`src/rtl/alu_arb_ctrl.sv`:
```
// alu_arb_ctrl: shares one combinational ALU between two requesters.
// Requests are arbitrated round-robin in IDLE, the winning operation is
// latched and presented to the ALU for exactly one EXEC cycle, and the
// captured result is held in RESP until the consumer takes it.
module alu_arb_ctrl #(
    parameter int WIDTH = 32
) (
    input  logic             clk,
    input  logic             rst,
    input  logic             req0_valid,
    input  logic             req1_valid,
    output logic             req0_ready,
    output logic             req1_ready,
    input  logic [WIDTH-1:0] req0_opa,
    input  logic [WIDTH-1:0] req0_opb,
    input  logic [WIDTH-1:0] req1_opa,
    input  logic [WIDTH-1:0] req1_opb,
    input  logic [2:0]       req0_sel,
    input  logic [2:0]       req1_sel,
    output logic [WIDTH-1:0] alu_opa,
    output logic [WIDTH-1:0] alu_opb,
    output logic [2:0]       alu_sel,
    input  logic [WIDTH-1:0] alu_res,
    input  logic             alu_z,
    input  logic             alu_c,
    input  logic             alu_v,
    output logic             rsp_valid,
    input  logic             rsp_ready,
    output logic             rsp_id,
    output logic [WIDTH-1:0] rsp_res,
    output logic             rsp_z,
    output logic             rsp_c,
    output logic             rsp_v,
    output logic             rsp_err
);

    typedef enum logic [1:0] {
        ST_IDLE = 2'd0,
        ST_EXEC = 2'd1,
        ST_RESP = 2'd2
    } state_t;

    state_t r_state;
    state_t w_next;

    // r_prio names the requester that wins when both are valid; it is the
    // complement of the last granted index, so req0 wins the first tie.
    logic             r_prio;
    logic [WIDTH-1:0] r_opa;
    logic [WIDTH-1:0] r_opb;
    logic [2:0]       r_sel;
    logic             r_id;

    logic [WIDTH-1:0] r_rsp_res;
    logic             r_rsp_id;
    logic             r_rsp_z;
    logic             r_rsp_c;
    logic             r_rsp_v;
    logic             r_rsp_err;

    logic w_gnt0;
    logic w_gnt1;
    logic w_accept;
    logic w_illegal;

    assign w_accept  = w_gnt0 | w_gnt1;
    assign w_illegal = (r_sel > 3'd4);

    // Round-robin grant; only offered in IDLE and never while reset is held.
    always_comb begin
        w_gnt0 = 1'b0;
        w_gnt1 = 1'b0;
        if (r_state == ST_IDLE && !rst) begin
            if (req0_valid && (!req1_valid || (r_prio == 1'b0))) begin
                w_gnt0 = 1'b1;
            end else if (req1_valid) begin
                w_gnt1 = 1'b1;
            end
        end
    end

    // State register.
    always_ff @(posedge clk) begin
        if (rst) begin
            r_state <= ST_IDLE;
        end else begin
            r_state <= w_next;
        end
    end

    // Next-state: one accept starts a fixed EXEC cycle, RESP waits for handshake.
    always_comb begin
        w_next = r_state;
        case (r_state)
            ST_IDLE: if (w_accept)  w_next = ST_EXEC;
            ST_EXEC: w_next = ST_RESP;
            ST_RESP: if (rsp_ready) w_next = ST_IDLE;
            default: w_next = ST_IDLE;
        endcase
    end

    // Outputs: grants, ALU drive (zeroed unless a legal op is executing), response valid.
    always_comb begin
        req0_ready = w_gnt0;
        req1_ready = w_gnt1;
        alu_opa    = '0;
        alu_opb    = '0;
        alu_sel    = 3'b000;
        rsp_valid  = 1'b0;
        case (r_state)
            ST_EXEC: begin
                if (!w_illegal) begin
                    alu_opa = r_opa;
                    alu_opb = r_opb;
                    alu_sel = r_sel;
                end
            end
            ST_RESP: rsp_valid = 1'b1;
            default: ;
        endcase
    end

    // Operation latch on accept and result capture at the end of EXEC.
    always_ff @(posedge clk) begin
        if (rst) begin
            r_prio    <= 1'b0;
            r_opa     <= '0;
            r_opb     <= '0;
            r_sel     <= 3'b000;
            r_id      <= 1'b0;
            r_rsp_res <= '0;
            r_rsp_id  <= 1'b0;
            r_rsp_z   <= 1'b0;
            r_rsp_c   <= 1'b0;
            r_rsp_v   <= 1'b0;
            r_rsp_err <= 1'b0;
        end else begin
            if (w_accept) begin
                r_prio <= ~w_gnt1;
                r_id   <= w_gnt1;
                r_opa  <= w_gnt1 ? req1_opa : req0_opa;
                r_opb  <= w_gnt1 ? req1_opb : req0_opb;
                r_sel  <= w_gnt1 ? req1_sel : req0_sel;
            end
            if (r_state == ST_EXEC) begin
                r_rsp_id <= r_id;
                if (w_illegal) begin
                    r_rsp_res <= '0;
                    r_rsp_z   <= 1'b0;
                    r_rsp_c   <= 1'b0;
                    r_rsp_v   <= 1'b0;
                    r_rsp_err <= 1'b1;
                end else begin
                    r_rsp_res <= alu_res;
                    r_rsp_z   <= alu_z;
                    r_rsp_c   <= alu_c;
                    r_rsp_v   <= alu_v;
                    r_rsp_err <= 1'b0;
                end
            end
        end
    end

    assign rsp_res = r_rsp_res;
    assign rsp_id  = r_rsp_id;
    assign rsp_z   = r_rsp_z;
    assign rsp_c   = r_rsp_c;
    assign rsp_v   = r_rsp_v;
    assign rsp_err = r_rsp_err;

endmodule
```
`config.mk`:
```
export PLATFORM = sky130hd
export DESIGN_NAME = alu_arb_ctrl
export DESIGN_NICKNAME = d
export VERILOG_FILES = /design/src/rtl/alu_arb_ctrl.sv
export SDC_FILE = /design/constraint.sdc
export NUM_CORES = 1
export LEC_CHECK = 0
export BUFFER_PORTS_ARGS = -buffer_cell sky130_fd_sc_hd__buf_2
export CELL_PAD_IN_SITES_DETAIL_PLACEMENT = 1
export CELL_PAD_IN_SITES_GLOBAL_PLACEMENT = 1
export CORE_ASPECT_RATIO = 0.6
export CORE_MARGIN = 8
export CORE_UTILIZATION = 33
export CTS_CLUSTER_DIAMETER = 100
export DETAILED_ROUTE_END_ITERATION = 16
export GPL_ROUTABILITY_DRIVEN = 0
export PLACE_DENSITY = 0.91
export SLEW_MARGIN = 20
export SYNTH_ARGS = -nofsm -noshare
export SYNTH_HDL_FRONTEND = slang
export SYNTH_SLANG_ARGS = --single-unit
```
`constraint.sdc`:
```
create_clock -name clk -period 3.85 [get_ports clk]
set_input_delay 0.385 -clock clk [delete_from_list [all_inputs] [get_ports clk]]
set_output_delay 0.385 -clock clk [all_outputs]
set_load 0.05 [all_outputs]
```
==> impl_metrics.xml, run 1 <==
<?xml version="1.0" encoding="UTF-8"?>
<metrics>
  <group name="timing">
    <metric name="setup_violations" unit="">0</metric>
    <metric name="timing.hold.ws" unit="ns">0.240</metric>
    <metric name="final.setup.tns" unit="ns">0</metric>
    <metric name="min_period" unit="ns">2.97</metric>
    <metric name="final_max_slew_viol_count" unit="">0</metric>
    <metric name="timing.final.hold_violations" unit="">0</metric>
    <metric name="post-route-period-util" unit="">0.772</metric>
    <metric name="slew_headroom" unit="">0.436</metric>
    <metric name="maxClockFrequency" unit="GHz">0.337</metric>
    <metric name="worstMarginPinSlew" unit="ns">0.844</metric>
    <metric name="finalClockSkew" unit="ns">0.0135</metric>
    <metric name="unrepaired_setup_endpoints_after_global_routing" unit="">no</metric>
  </group>
  <group name="detailed_routing">
    <metric name="drtAntennaViolNets" unit="">0</metric>
    <metric name="wl_met2" unit="um">9440</metric>
    <metric name="drc" unit="">0</metric>
    <metric name="via_per_inst" unit="">5.20</metric>
    <metric name="firstDrtPassIters" unit="">4</metric>
    <metric name="dr_total_vias" unit="">5069</metric>
    <metric name="route.detailed.wl_per_inst" unit="um">20.1</metric>
    <metric name="detailedRoute.firstIterationViolations" unit="">345</metric>
    <metric name="detailroute.wirelength.met3" unit="um">1510</metric>
    <metric name="m1WireLength" unit="um">8430</metric>
    <metric name="highest_layer" unit="">met5</metric>
    <metric name="postRouteWirelength" unit="um">19600</metric>
  </group>
  <group name="setup_path">
    <metric name="timing.critical_path.slowest_cell_delay" unit="ns">0.72</metric>
    <metric name="critical_path_peak_fanout" unit="">31</metric>
    <metric name="crit_path_top_delay_cell" unit="">sky130_fd_sc_hd__a21oi_4</metric>
    <metric name="timing.critical_path.cells" unit="">nand2b_1, a21oi_4, buf_4, and2_1, buf_2</metric>
    <metric name="timing.critical_path.buf_inv" unit="">2</metric>
    <metric name="timing.critical_path.required" unit="ns">3.46</metric>
    <metric name="critPathCaptureType" unit="">primary output</metric>
    <metric name="setup_crit_path_kind" unit="">reg2out</metric>
    <metric name="r2r_start" unit="">r_prio</metric>
    <metric name="crit_family" unit="">compound AO/OA/AOI/OAI gates</metric>
    <metric name="worstSetupStartpoint" unit="">r_state[0]</metric>
    <metric name="arrival" unit="ns">2.59</metric>
    <metric name="timing.critical_path.from_type" unit="">flip-flop</metric>
  </group>
  <group name="synthesis">
    <metric name="syn_area_per_cell" unit="um2">9.28</metric>
    <metric name="post_synth_instance_area" unit="um2">4840</metric>
    <metric name="ys.warnings.count" unit="">0</metric>
    <metric name="synth-simple-area-share" unit="">0.206</metric>
    <metric name="synth_top_area_frac" unit="">0.446</metric>
    <metric name="synthesis_stage_register_bit_count" unit="">108</metric>
    <metric name="synth-edff-count" unit="">0</metric>
    <metric name="synth.area.mux_share" unit="">0</metric>
    <metric name="synth_fp_nets" unit="">696</metric>
    <metric name="synth.top_cells.by_count" unit="">sky130_fd_sc_hd__dfxtp_1 (108), sky130_fd_sc_hd__a21oi_1 (71), sky130_fd_sc_hd__and2_1 (65)</metric>
    <metric name="netlist.top_cell.by_area" unit="">sky130_fd_sc_hd__dfxtp_1</metric>
    <metric name="synth_top_family_by_area" unit="">compound AO/OA/AOI/OAI gates</metric>
    <metric name="synth-compound-area-share" unit="">0.274</metric>
    <metric name="seq_area_frac_synth" unit="">0.446</metric>
    <metric name="synth_cells" unit="">522</metric>
    <metric name="postSynth.topFlopCell" unit="">sky130_fd_sc_hd__dfxtp_1</metric>
    <metric name="netlist-cell-type-count" unit="">26</metric>
    <metric name="ys_async_sr_fraction" unit="">0</metric>
    <metric name="most_used_standard_cell_by_instance_count_after_synthesis" unit="">sky130_fd_sc_hd__dfxtp_1</metric>
    <metric name="post_synth_xor_area_fraction" unit="">0</metric>
    <metric name="synthTopCellsByArea" unit="">sky130_fd_sc_hd__dfxtp_1 (45%), sky130_fd_sc_hd__and2_1 (8.4%), sky130_fd_sc_hd__a221o_1 (7.9%)</metric>
    <metric name="yosys.area_share.adder" unit="">0</metric>
  </group>
  <group name="clock_network">
    <metric name="cts_tree" unit="">built</metric>
    <metric name="clock_tree.root_cell" unit="">sky130_fd_sc_hd__clkbuf_16</metric>
    <metric name="post-cts-setup-buffers" unit="">0</metric>
    <metric name="cts_num_sinks" unit="">108</metric>
    <metric name="worst_setup_hold_path_clk_slew" unit="ns">0.09</metric>
    <metric name="cts_hold_buffers" unit="">0</metric>
    <metric name="clock_latency" unit="ns">0.35</metric>
    <metric name="clock_tree.htree_level_count" unit="">3</metric>
    <metric name="clock_tree.buffer_depth" unit="">2</metric>
    <metric name="cts_buffers" unit="">9</metric>
    <metric name="number_of_gates_given_a_new_drive_strength_after_cts" unit="">0</metric>
  </group>
  <group name="die">
    <metric name="dieHeight" unit="um">110</metric>
    <metric name="width_of_the_die" unit="um">172</metric>
    <metric name="die_area" unit="um2">18900</metric>
    <metric name="core_area" unit="um2">14400</metric>
    <metric name="ios" unit="">281</metric>
    <metric name="fp-row-count" unit="">34</metric>
    <metric name="initial_core_util" unit="">0.336</metric>
  </group>
  <group name="grt">
    <metric name="grt.overflow.total" unit="">0</metric>
    <metric name="antenna_violations_before_repair" unit="">1</metric>
    <metric name="grt.total_usage" unit="">0.193</metric>
    <metric name="first_pass_grt_wire_length" unit="um">29100</metric>
    <metric name="maximum_number_of_pins_on_one_net_before_global_route_repair" unit="">49</metric>
    <metric name="first_global_vias" unit="">5390</metric>
  </group>
  <group name="placement">
    <metric name="io_buffer_count" unit="">280</metric>
    <metric name="post-dp-hpwl" unit="um">14800</metric>
  </group>
  <group name="power_and_ir_drop">
    <metric name="static_leakage_power" unit="nW">3.26</metric>
    <metric name="power_per_cell_area" unit="nW/um2">447</metric>
    <metric name="max-vdd-ir-drop" unit="V">0.000233</metric>
  </group>
  <group name="final_layout">
    <metric name="nNetsFinal" unit="">946</metric>
    <metric name="area_growth_syn_to_layout" unit="%">38.2</metric>
    <metric name="insertedDiodeCount" unit="">0</metric>
    <metric name="post_route_cells_drive_above_1_share" unit="">0.405</metric>
    <metric name="fillers" unit="">1777</metric>
  </group>
  <group name="hold_path">
    <metric name="worstHoldPathType" unit="">in2reg</metric>
    <metric name="worst_hold_startpoint" unit="">alu_res[10]</metric>
  </group>
  <group name="flow_run">
    <metric name="drv.max_cap_violation_count" unit="">0</metric>
  </group>
  <group name="run_status">
    <metric name="status" unit="">complete, no violations</metric>
  </group>
</metrics>
[area by class of cell]
type / count / area [um2] / share of cell area
Clock inverter: 7 / 78.8 / 0.0118
Multi-Input combinational cell: 331 / 2350 / 0.352
Inverter: 30 / 113 / 0.0168
Tap cell: 198 / 248 / 0.0370
Sequential cell: 108 / 2160 / 0.323
Timing Repair Buffer: 292 / 1510 / 0.226
Clock buffer: 9 / 225 / 0.0337
[layout by cell type, fill, tap and decap left out]
cell type	count
sky130_fd_sc_hd__buf_2	280
sky130_fd_sc_hd__dfxtp_1	108
sky130_fd_sc_hd__a21oi_1	70
sky130_fd_sc_hd__and2_1	65
sky130_fd_sc_hd__nand2b_1	40
sky130_fd_sc_hd__a221o_1	38
sky130_fd_sc_hd__a22o_1	35
sky130_fd_sc_hd__inv_1	30
sky130_fd_sc_hd__nor3b_1	29
sky130_fd_sc_hd__a2111oi_0	29
sky130_fd_sc_hd__buf_4	11
sky130_fd_sc_hd__clkbuf_16	9
sky130_fd_sc_hd__nor2b_1	3
sky130_fd_sc_hd__and3_1	3
sky130_fd_sc_hd__nor3_1	3
sky130_fd_sc_hd__nand2_1	3
sky130_fd_sc_hd__inv_6	3
sky130_fd_sc_hd__nor2_1	2
sky130_fd_sc_hd__clkinv_8	2
sky130_fd_sc_hd__or3b_1	1
sky130_fd_sc_hd__nor3_4	1
sky130_fd_sc_hd__or2_1	1
sky130_fd_sc_hd__a21oi_4	1
sky130_fd_sc_hd__nor2_4	1
sky130_fd_sc_hd__or2_2	1
sky130_fd_sc_hd__nor2_2	1
sky130_fd_sc_hd__a211oi_4	1
sky130_fd_sc_hd__a311oi_1	1
sky130_fd_sc_hd__or3b_2	1
sky130_fd_sc_hd__a2bb2oi_1	1
sky130_fd_sc_hd__clkinv_4	1
sky130_fd_sc_hd__inv_8	1
sky130_fd_sc_hd__buf_16	1
[flip-flops by register name (all words and copies together) (netlist names), 2 cells and up]
signal	count
rsp_res	32
r_state	2
r_sel	3
r_opb	32
r_opa	32
[cells by family (layout without fill, tap and decap cells)]
group | Yosys count | in the layout
buf+inv | 83 | 338
compound gates | 176 | 176
simple gates | 155 | 155
flops | 108 | 108
[worst paths after layout]
kind	end	slack (ns)	depth (start not counted)
setup / recovery	alu_opa[22]	0.88	5
hold / removal	rsp_res[10]	0.24	2
setup reg to reg	r_opa[28]	1.49	4
hold reg to reg	rsp_id	0.46	2
[power breakdown]
group | switching (mW) | internal (mW)
Combinational | 0.494 | 0.256
Sequential | 0.0637 | 1.23
Clock | 0.484 | 0.465
[metrics by stage]
step / worst slack (ns) / power [mW] / util / std cells / area, um2
after floorplan: 1.83 / 1.80 / - / 522 / 4840
after global placement: 1.25 / 2.04 / 0.441 / 958 / 6360
after detailed placement: 1.19 / 2.06 / 0.441 / 958 / 6360
after CTS: 0.806 / 3.02 / 0.462 / 974 / 6670
after global routing: 0.675 / 3.13 / 0.464 / 975 / 6690
final: 0.879 / 2.99 / 0.464 / 975 / 6690
[routing by layer]
layer	vias to the layer above	global-route usage
met1	2493	0.239
met2	161	0.327
met3	22	0.0581
met5	-	0
met4	2	0.0416
li1	2391	-
Note: power is estimated with default switching activity, not from simulation.
==> inputs of run 2 (changes only) <==
CORE_UTILIZATION = 28   (was 33)
PLACE_DENSITY = 0.82   (was 0.91)
clock period = 2.5 ns   (was 3.85 ns; I/O delays follow)
==> impl_metrics.xml, run 2 (same netlist as run 1, synthesis figures left out) <==
<?xml version="1.0" encoding="UTF-8"?>
<metrics>
  <group name="setup_path">
    <metric name="timing.critical_path.required" unit="ns">2.25</metric>
    <metric name="setup_crit_path_kind" unit="">reg2out</metric>
    <metric name="critPathCaptureType" unit="">primary output</metric>
    <metric name="timing.critical_path.from_type" unit="">flip-flop</metric>
    <metric name="arrival" unit="ns">2.03</metric>
    <metric name="critical_path_peak_fanout" unit="">65</metric>
  </group>
  <group name="clock_network">
    <metric name="cts_buffers" unit="">9</metric>
    <metric name="clock_tree.buffer_depth" unit="">2</metric>
    <metric name="number_of_gates_given_a_new_drive_strength_after_cts" unit="">0</metric>
    <metric name="post-cts-setup-buffers" unit="">0</metric>
    <metric name="clock_tree.htree_level_count" unit="">3</metric>
    <metric name="worst_setup_hold_path_clk_slew" unit="ns">0.08</metric>
    <metric name="cts_tree" unit="">built</metric>
    <metric name="clock_tree.root_cell" unit="">sky130_fd_sc_hd__clkbuf_16</metric>
    <metric name="clock_latency" unit="ns">0.35</metric>
    <metric name="cts_hold_buffers" unit="">0</metric>
    <metric name="cts_num_sinks" unit="">108</metric>
  </group>
  <group name="detailed_routing">
    <metric name="detailedRoute.firstIterationViolations" unit="">206</metric>
    <metric name="via_per_inst" unit="">4.92</metric>
    <metric name="route.detailed.wl_per_inst" unit="um">19.6</metric>
    <metric name="drc" unit="">0</metric>
    <metric name="firstDrtPassIters" unit="">5</metric>
    <metric name="drtAntennaViolNets" unit="">0</metric>
    <metric name="dr_total_vias" unit="">4979</metric>
    <metric name="postRouteWirelength" unit="um">19900</metric>
  </group>
  <group name="final_layout">
    <metric name="area_growth_syn_to_layout" unit="%">40.2</metric>
    <metric name="fillers" unit="">2082</metric>
    <metric name="final_cell_mix" unit="">sky130_fd_sc_hd__buf_2 (280), sky130_fd_sc_hd__dfxtp_1 (108), sky130_fd_sc_hd__a21oi_1 (70)</metric>
    <metric name="post-route-util" unit="">0.399</metric>
    <metric name="most_common_library_cell_in_the_layout_ignoring_fill_and_taps" unit="">sky130_fd_sc_hd__buf_2</metric>
    <metric name="nNetsFinal" unit="">947</metric>
    <metric name="post_route_cells_drive_above_1_share" unit="">0.407</metric>
  </group>
  <group name="timing">
    <metric name="min_period" unit="ns">2.28</metric>
    <metric name="worstMarginPinSlew" unit="ns">0.690</metric>
    <metric name="final.setup.tns" unit="ns">0</metric>
    <metric name="post-route-period-util" unit="">0.911</metric>
    <metric name="slew_headroom" unit="">0.540</metric>
    <metric name="setup_violations" unit="">0</metric>
    <metric name="finalClockSkew" unit="ns">0.0111</metric>
    <metric name="final_max_slew_viol_count" unit="">0</metric>
    <metric name="maxClockFrequency" unit="GHz">0.439</metric>
    <metric name="unrepaired_setup_endpoints_after_global_routing" unit="">no</metric>
    <metric name="timing.final.hold_violations" unit="">0</metric>
  </group>
  <group name="die">
    <metric name="dieHeight" unit="um">118</metric>
    <metric name="die_area" unit="um2">21900</metric>
    <metric name="fp-row-count" unit="">37</metric>
    <metric name="core_area" unit="um2">17000</metric>
    <metric name="width_of_the_die" unit="um">186</metric>
    <metric name="initial_core_util" unit="">0.284</metric>
    <metric name="ios" unit="">281</metric>
  </group>
  <group name="grt">
    <metric name="maximum_number_of_pins_on_one_net_before_global_route_repair" unit="">66</metric>
    <metric name="globalRouteMet1Util" unit="">0.224</metric>
    <metric name="first_global_vias" unit="">5306</metric>
    <metric name="grt.overflow.total" unit="">0</metric>
    <metric name="grt_util_met3" unit="">0.0632</metric>
    <metric name="grtUsageMet2" unit="">0.284</metric>
    <metric name="grt.total_usage" unit="">0.175</metric>
    <metric name="grt.busiest_layer" unit="">met2</metric>
    <metric name="first_pass_grt_wire_length" unit="um">30800</metric>
    <metric name="antenna_violations_before_repair" unit="">2</metric>
  </group>
  <group name="power_and_ir_drop">
    <metric name="overall_power_of_the_completed_layout" unit="mW">4.69</metric>
    <metric name="power_per_cell_area" unit="nW/um2">690</metric>
    <metric name="max-vdd-ir-drop" unit="V">0.000262</metric>
    <metric name="static_leakage_power" unit="nW">3.28</metric>
  </group>
  <group name="placement">
    <metric name="post-dp-hpwl" unit="um">15100</metric>
    <metric name="io_buffer_count" unit="">280</metric>
  </group>
  <group name="run_status">
    <metric name="status" unit="">complete, no violations</metric>
  </group>
  <group name="hold_path">
    <metric name="worstHoldPathType" unit="">in2reg</metric>
  </group>
  <group name="flow_run">
    <metric name="drv.max_cap_violation_count" unit="">0</metric>
  </group>
</metrics>
[run 2: changes by cell type in the layout (fill, tap and decap cells not counted), sizes merged]
| cell | before | now |
|---|---|---|
| clkinv | 3 | 2 |
| buf | 292 | 293 |
| diode | 0 | 1 |
| bufinv | 0 | 1 |
[run 2: through the flow]
stage,area (um2),cells,setup slack [ns],hold slack (ns)
global placement,6470,996,0.632,0.443
CTS,6790,1012,0.213,0.0907
floorplan,4840,522,0.610,0.366
finish,6790,1013,0.223,0.105
global route,6790,1012,0.111,0.0887
detailed placement,6470,996,0.598,0.460
[run 2: path summary, 6_finish.rpt]
path,from,to,slack (ns),depth (start not counted)
worst min register to register,rsp_id,rsp_id,0.47,2
worst max-delay path,r_state[0],alu_opb[8],0.22,5
worst max register to register,r_state[0],r_opa[0],0.68,3
worst min-delay path,alu_res[17],rsp_res[17],0.11,2
[run 2: final cells by class]
cell class                      count  area, um2  share of cell area
Antenna cell                        1       2.50            0.000369
Clock buffer                        9        225              0.0332
Clock inverter                      7       90.1              0.0133
Inverter                           30        113              0.0166
Multi-Input combinational cell    331       2360               0.347
Sequential cell                   108       2160               0.318
Tap cell                          234        293              0.0431
Timing Repair Buffer              293       1550               0.228
[run 2: worst max-delay path, cell delays in order (launching register included)]
cell and delay, ns:
sky130_fd_sc_hd__dfxtp_1 0.47, sky130_fd_sc_hd__nand2b_1 0.25, sky130_fd_sc_hd__a21oi_4 0.20, sky130_fd_sc_hd__buf_12 0.27, sky130_fd_sc_hd__and2_1 0.20, sky130_fd_sc_hd__buf_2 0.27
[run 2: power breakdown]
part,internal [mW],switching (mW),total (mW)
sequential,1.90,0.103,2.00
clock,0.808,0.722,1.53
combinational,0.402,0.759,1.16
total,3.10,1.58,4.69
[run 2: per-layer routing]
layer | wire length (um) | vias up
li1 | - | 2398
met1 | 8860 | 2392
met2 | 9030 | 173
met3 | 1900 | 12
met4 | 96 | 4
met5 | 18 | -
==> inputs of run 3 (changes only) <==
PLACE_DENSITY = not set   (was 0.82)
PLACE_DENSITY_LB_ADDON = 0.1   (was not set)
==> impl_metrics.xml, run 3 (same netlist as run 1, synthesis figures left out) <==
<?xml version="1.0" encoding="UTF-8"?>
<metrics>
  <group name="run_status">
    <metric name="status" unit="">complete, no violations</metric>
  </group>
  <group name="setup_path">
    <metric name="critical_path_peak_fanout" unit="">39</metric>
    <metric name="timing.critical_path.cells" unit="">nand2b_1, a21oi_4, buf_4, and2_1, buf_2</metric>
    <metric name="critPathCaptureType" unit="">primary output</metric>
    <metric name="setup_crit_path_kind" unit="">reg2out</metric>
    <metric name="timing.critical_path.from_type" unit="">flip-flop</metric>
    <metric name="crit_path_top_delay_cell" unit="">sky130_fd_sc_hd__dfxtp_1</metric>
    <metric name="timing.critical_path.slowest_cell_delay" unit="ns">0.47</metric>
    <metric name="arrival" unit="ns">2.06</metric>
    <metric name="timing.critical_path.required" unit="ns">2.25</metric>
  </group>
  <group name="timing">
    <metric name="slew_headroom" unit="">0.517</metric>
    <metric name="setup_violations" unit="">0</metric>
    <metric name="timing.final.hold_violations" unit="">0</metric>
    <metric name="final_max_slew_viol_count" unit="">0</metric>
    <metric name="min_period" unit="ns">2.31</metric>
    <metric name="finalClockSkew" unit="ns">0.00914</metric>
    <metric name="unrepaired_setup_endpoints_after_global_routing" unit="">no</metric>
    <metric name="final.setup.tns" unit="ns">0</metric>
    <metric name="post-route-period-util" unit="">0.926</metric>
    <metric name="maxClockFrequency" unit="GHz">0.432</metric>
    <metric name="final_critical_path_setup_slack" unit="ns">0.186</metric>
    <metric name="worstMarginPinSlew" unit="ns">0.724</metric>
  </group>
  <group name="clock_network">
    <metric name="cts_num_sinks" unit="">108</metric>
    <metric name="clock_tree.buffer_depth" unit="">2</metric>
    <metric name="clock_tree.htree_level_count" unit="">3</metric>
    <metric name="cts_hold_buffers" unit="">0</metric>
    <metric name="cts_tree" unit="">built</metric>
    <metric name="cts_buffers" unit="">9</metric>
    <metric name="clock_tree.root_cell" unit="">sky130_fd_sc_hd__clkbuf_16</metric>
    <metric name="number_of_gates_given_a_new_drive_strength_after_cts" unit="">0</metric>
    <metric name="clock_latency" unit="ns">0.35</metric>
    <metric name="worst_setup_hold_path_clk_slew" unit="ns">0.08</metric>
    <metric name="post-cts-setup-buffers" unit="">0</metric>
  </group>
  <group name="power_and_ir_drop">
    <metric name="netSwitchingPower" unit="mW">1.55</metric>
    <metric name="overall_power_of_the_completed_layout" unit="mW">4.62</metric>
    <metric name="comb_power_share" unit="">0.247</metric>
    <metric name="clkPwrFrac" unit="">0.320</metric>
    <metric name="static_leakage_power" unit="nW">3.27</metric>
    <metric name="cellInternalPower" unit="mW">3.07</metric>
    <metric name="seqPwrFrac" unit="">0.432</metric>
    <metric name="power.switching_fraction" unit="">0.336</metric>
    <metric name="power_per_cell_area" unit="nW/um2">685</metric>
    <metric name="max-vdd-ir-drop" unit="V">0.000305</metric>
  </group>
  <group name="detailed_routing">
    <metric name="firstDrtPassIters" unit="">4</metric>
    <metric name="dr_total_vias" unit="">5018</metric>
    <metric name="drtAntennaViolNets" unit="">0</metric>
    <metric name="via_per_inst" unit="">4.94</metric>
    <metric name="postRouteWirelength" unit="um">20200</metric>
    <metric name="detailedRoute.firstIterationViolations" unit="">225</metric>
    <metric name="drc" unit="">0</metric>
    <metric name="route.detailed.wl_per_inst" unit="um">19.9</metric>
  </group>
  <group name="grt">
    <metric name="antenna_violations_before_repair" unit="">4</metric>
    <metric name="maximum_number_of_pins_on_one_net_before_global_route_repair" unit="">50</metric>
    <metric name="grt.total_usage" unit="">0.178</metric>
    <metric name="grt.overflow.total" unit="">0</metric>
    <metric name="first_pass_grt_wire_length" unit="um">31200</metric>
    <metric name="first_global_vias" unit="">5538</metric>
  </group>
  <group name="die">
    <metric name="core_area" unit="um2">17000</metric>
    <metric name="initial_core_util" unit="">0.284</metric>
    <metric name="dieHeight" unit="um">118</metric>
    <metric name="fp-row-count" unit="">37</metric>
    <metric name="ios" unit="">281</metric>
    <metric name="width_of_the_die" unit="um">186</metric>
    <metric name="die_area" unit="um2">21900</metric>
  </group>
  <group name="final_layout">
    <metric name="most_common_library_cell_in_the_layout_ignoring_fill_and_taps" unit="">sky130_fd_sc_hd__buf_2</metric>
    <metric name="final_cell_mix" unit="">sky130_fd_sc_hd__buf_2 (280), sky130_fd_sc_hd__dfxtp_1 (108), sky130_fd_sc_hd__a21oi_1 (70)</metric>
    <metric name="area_growth_syn_to_layout" unit="%">39.3</metric>
    <metric name="post-route-util" unit="">0.396</metric>
    <metric name="nNetsFinal" unit="">950</metric>
    <metric name="post_route_cells_drive_above_1_share" unit="">0.409</metric>
  </group>
  <group name="hold_path">
    <metric name="worstHoldPathType" unit="">in2reg</metric>
  </group>
  <group name="flow_run">
    <metric name="drv.max_cap_violation_count" unit="">0</metric>
  </group>
  <group name="placement">
    <metric name="post-dp-hpwl" unit="um">15300</metric>
    <metric name="io_buffer_count" unit="">280</metric>
    <metric name="place_ws" unit="ns">0.529</metric>
  </group>
</metrics>
==> run 3: area by class of cell <==
type | instances | area (um2)
antenna | 2 | 5.00
clock buffer | 9 | 225
clock inverter | 6 | 72.6
fill | 2072 | 10300
inverter | 30 | 113
multi-input combinational | 331 | 2360
sequential | 108 | 2160
tap | 234 | 293
timing repair buffer | 296 | 1520
==> run 3: metrics by stage <==
step                      area (um2)  instances  hold WS [ns]
final                           6750       1016         0.109
after global routing            6750       1015        0.0993
after CTS                       6740       1014         0.100
after detailed placement        6440        999         0.452
after global placement          6440        999         0.456
after floorplan                 4840        522         0.366
==> run 3: path summary, 6_finish.rpt <==
check                   from         end  slack, ns  depth (start not counted)
setup / recovery  r_state[0]  alu_opb[3]       0.19                          5
hold / removal    alu_res[6]  rsp_res[6]       0.11                          2
setup reg to reg  r_state[1]   r_opb[31]       0.71                          4
hold reg to reg       rsp_id      rsp_id       0.46                          2
==> run 3: layer usage <==
| metal | GRT usage | vias to the layer above | wire (um) |
|---|---|---|---|
| met2 | 0.285 | 179 | 9220 |
| met3 | 0.0617 | 27 | 1740 |
| met5 | 0 | - | 35 |
| met1 | 0.225 | 2409 | 8850 |
| li1 | - | 2397 | - |
| met4 | 0.0425 | 6 | 330 |
==> run 3: worst max-delay path: cells and delay by family (launching register included) <==
kind,cells,cell delay (ns)
AOI/OAI and AO/OA,1,0.18
buffers and inverters,2,0.60
DFF,1,0.47
and+or+nand+nor,2,0.44
==> run 3: power by group through the flow <==
stage | Sequential (mW) | Clock, mW | Combinational, mW
2_1_floorplan | 2.15 | 0 | 0.625
3_3_place_gp | 2.03 | 0 | 1.13
3_5_place_dp | 2.04 | 0 | 1.15
4_1_cts | 2.00 | 1.53 | 1.16
5_1_grt | 2.02 | 1.60 | 1.24
6_report | 2.00 | 1.48 | 1.14
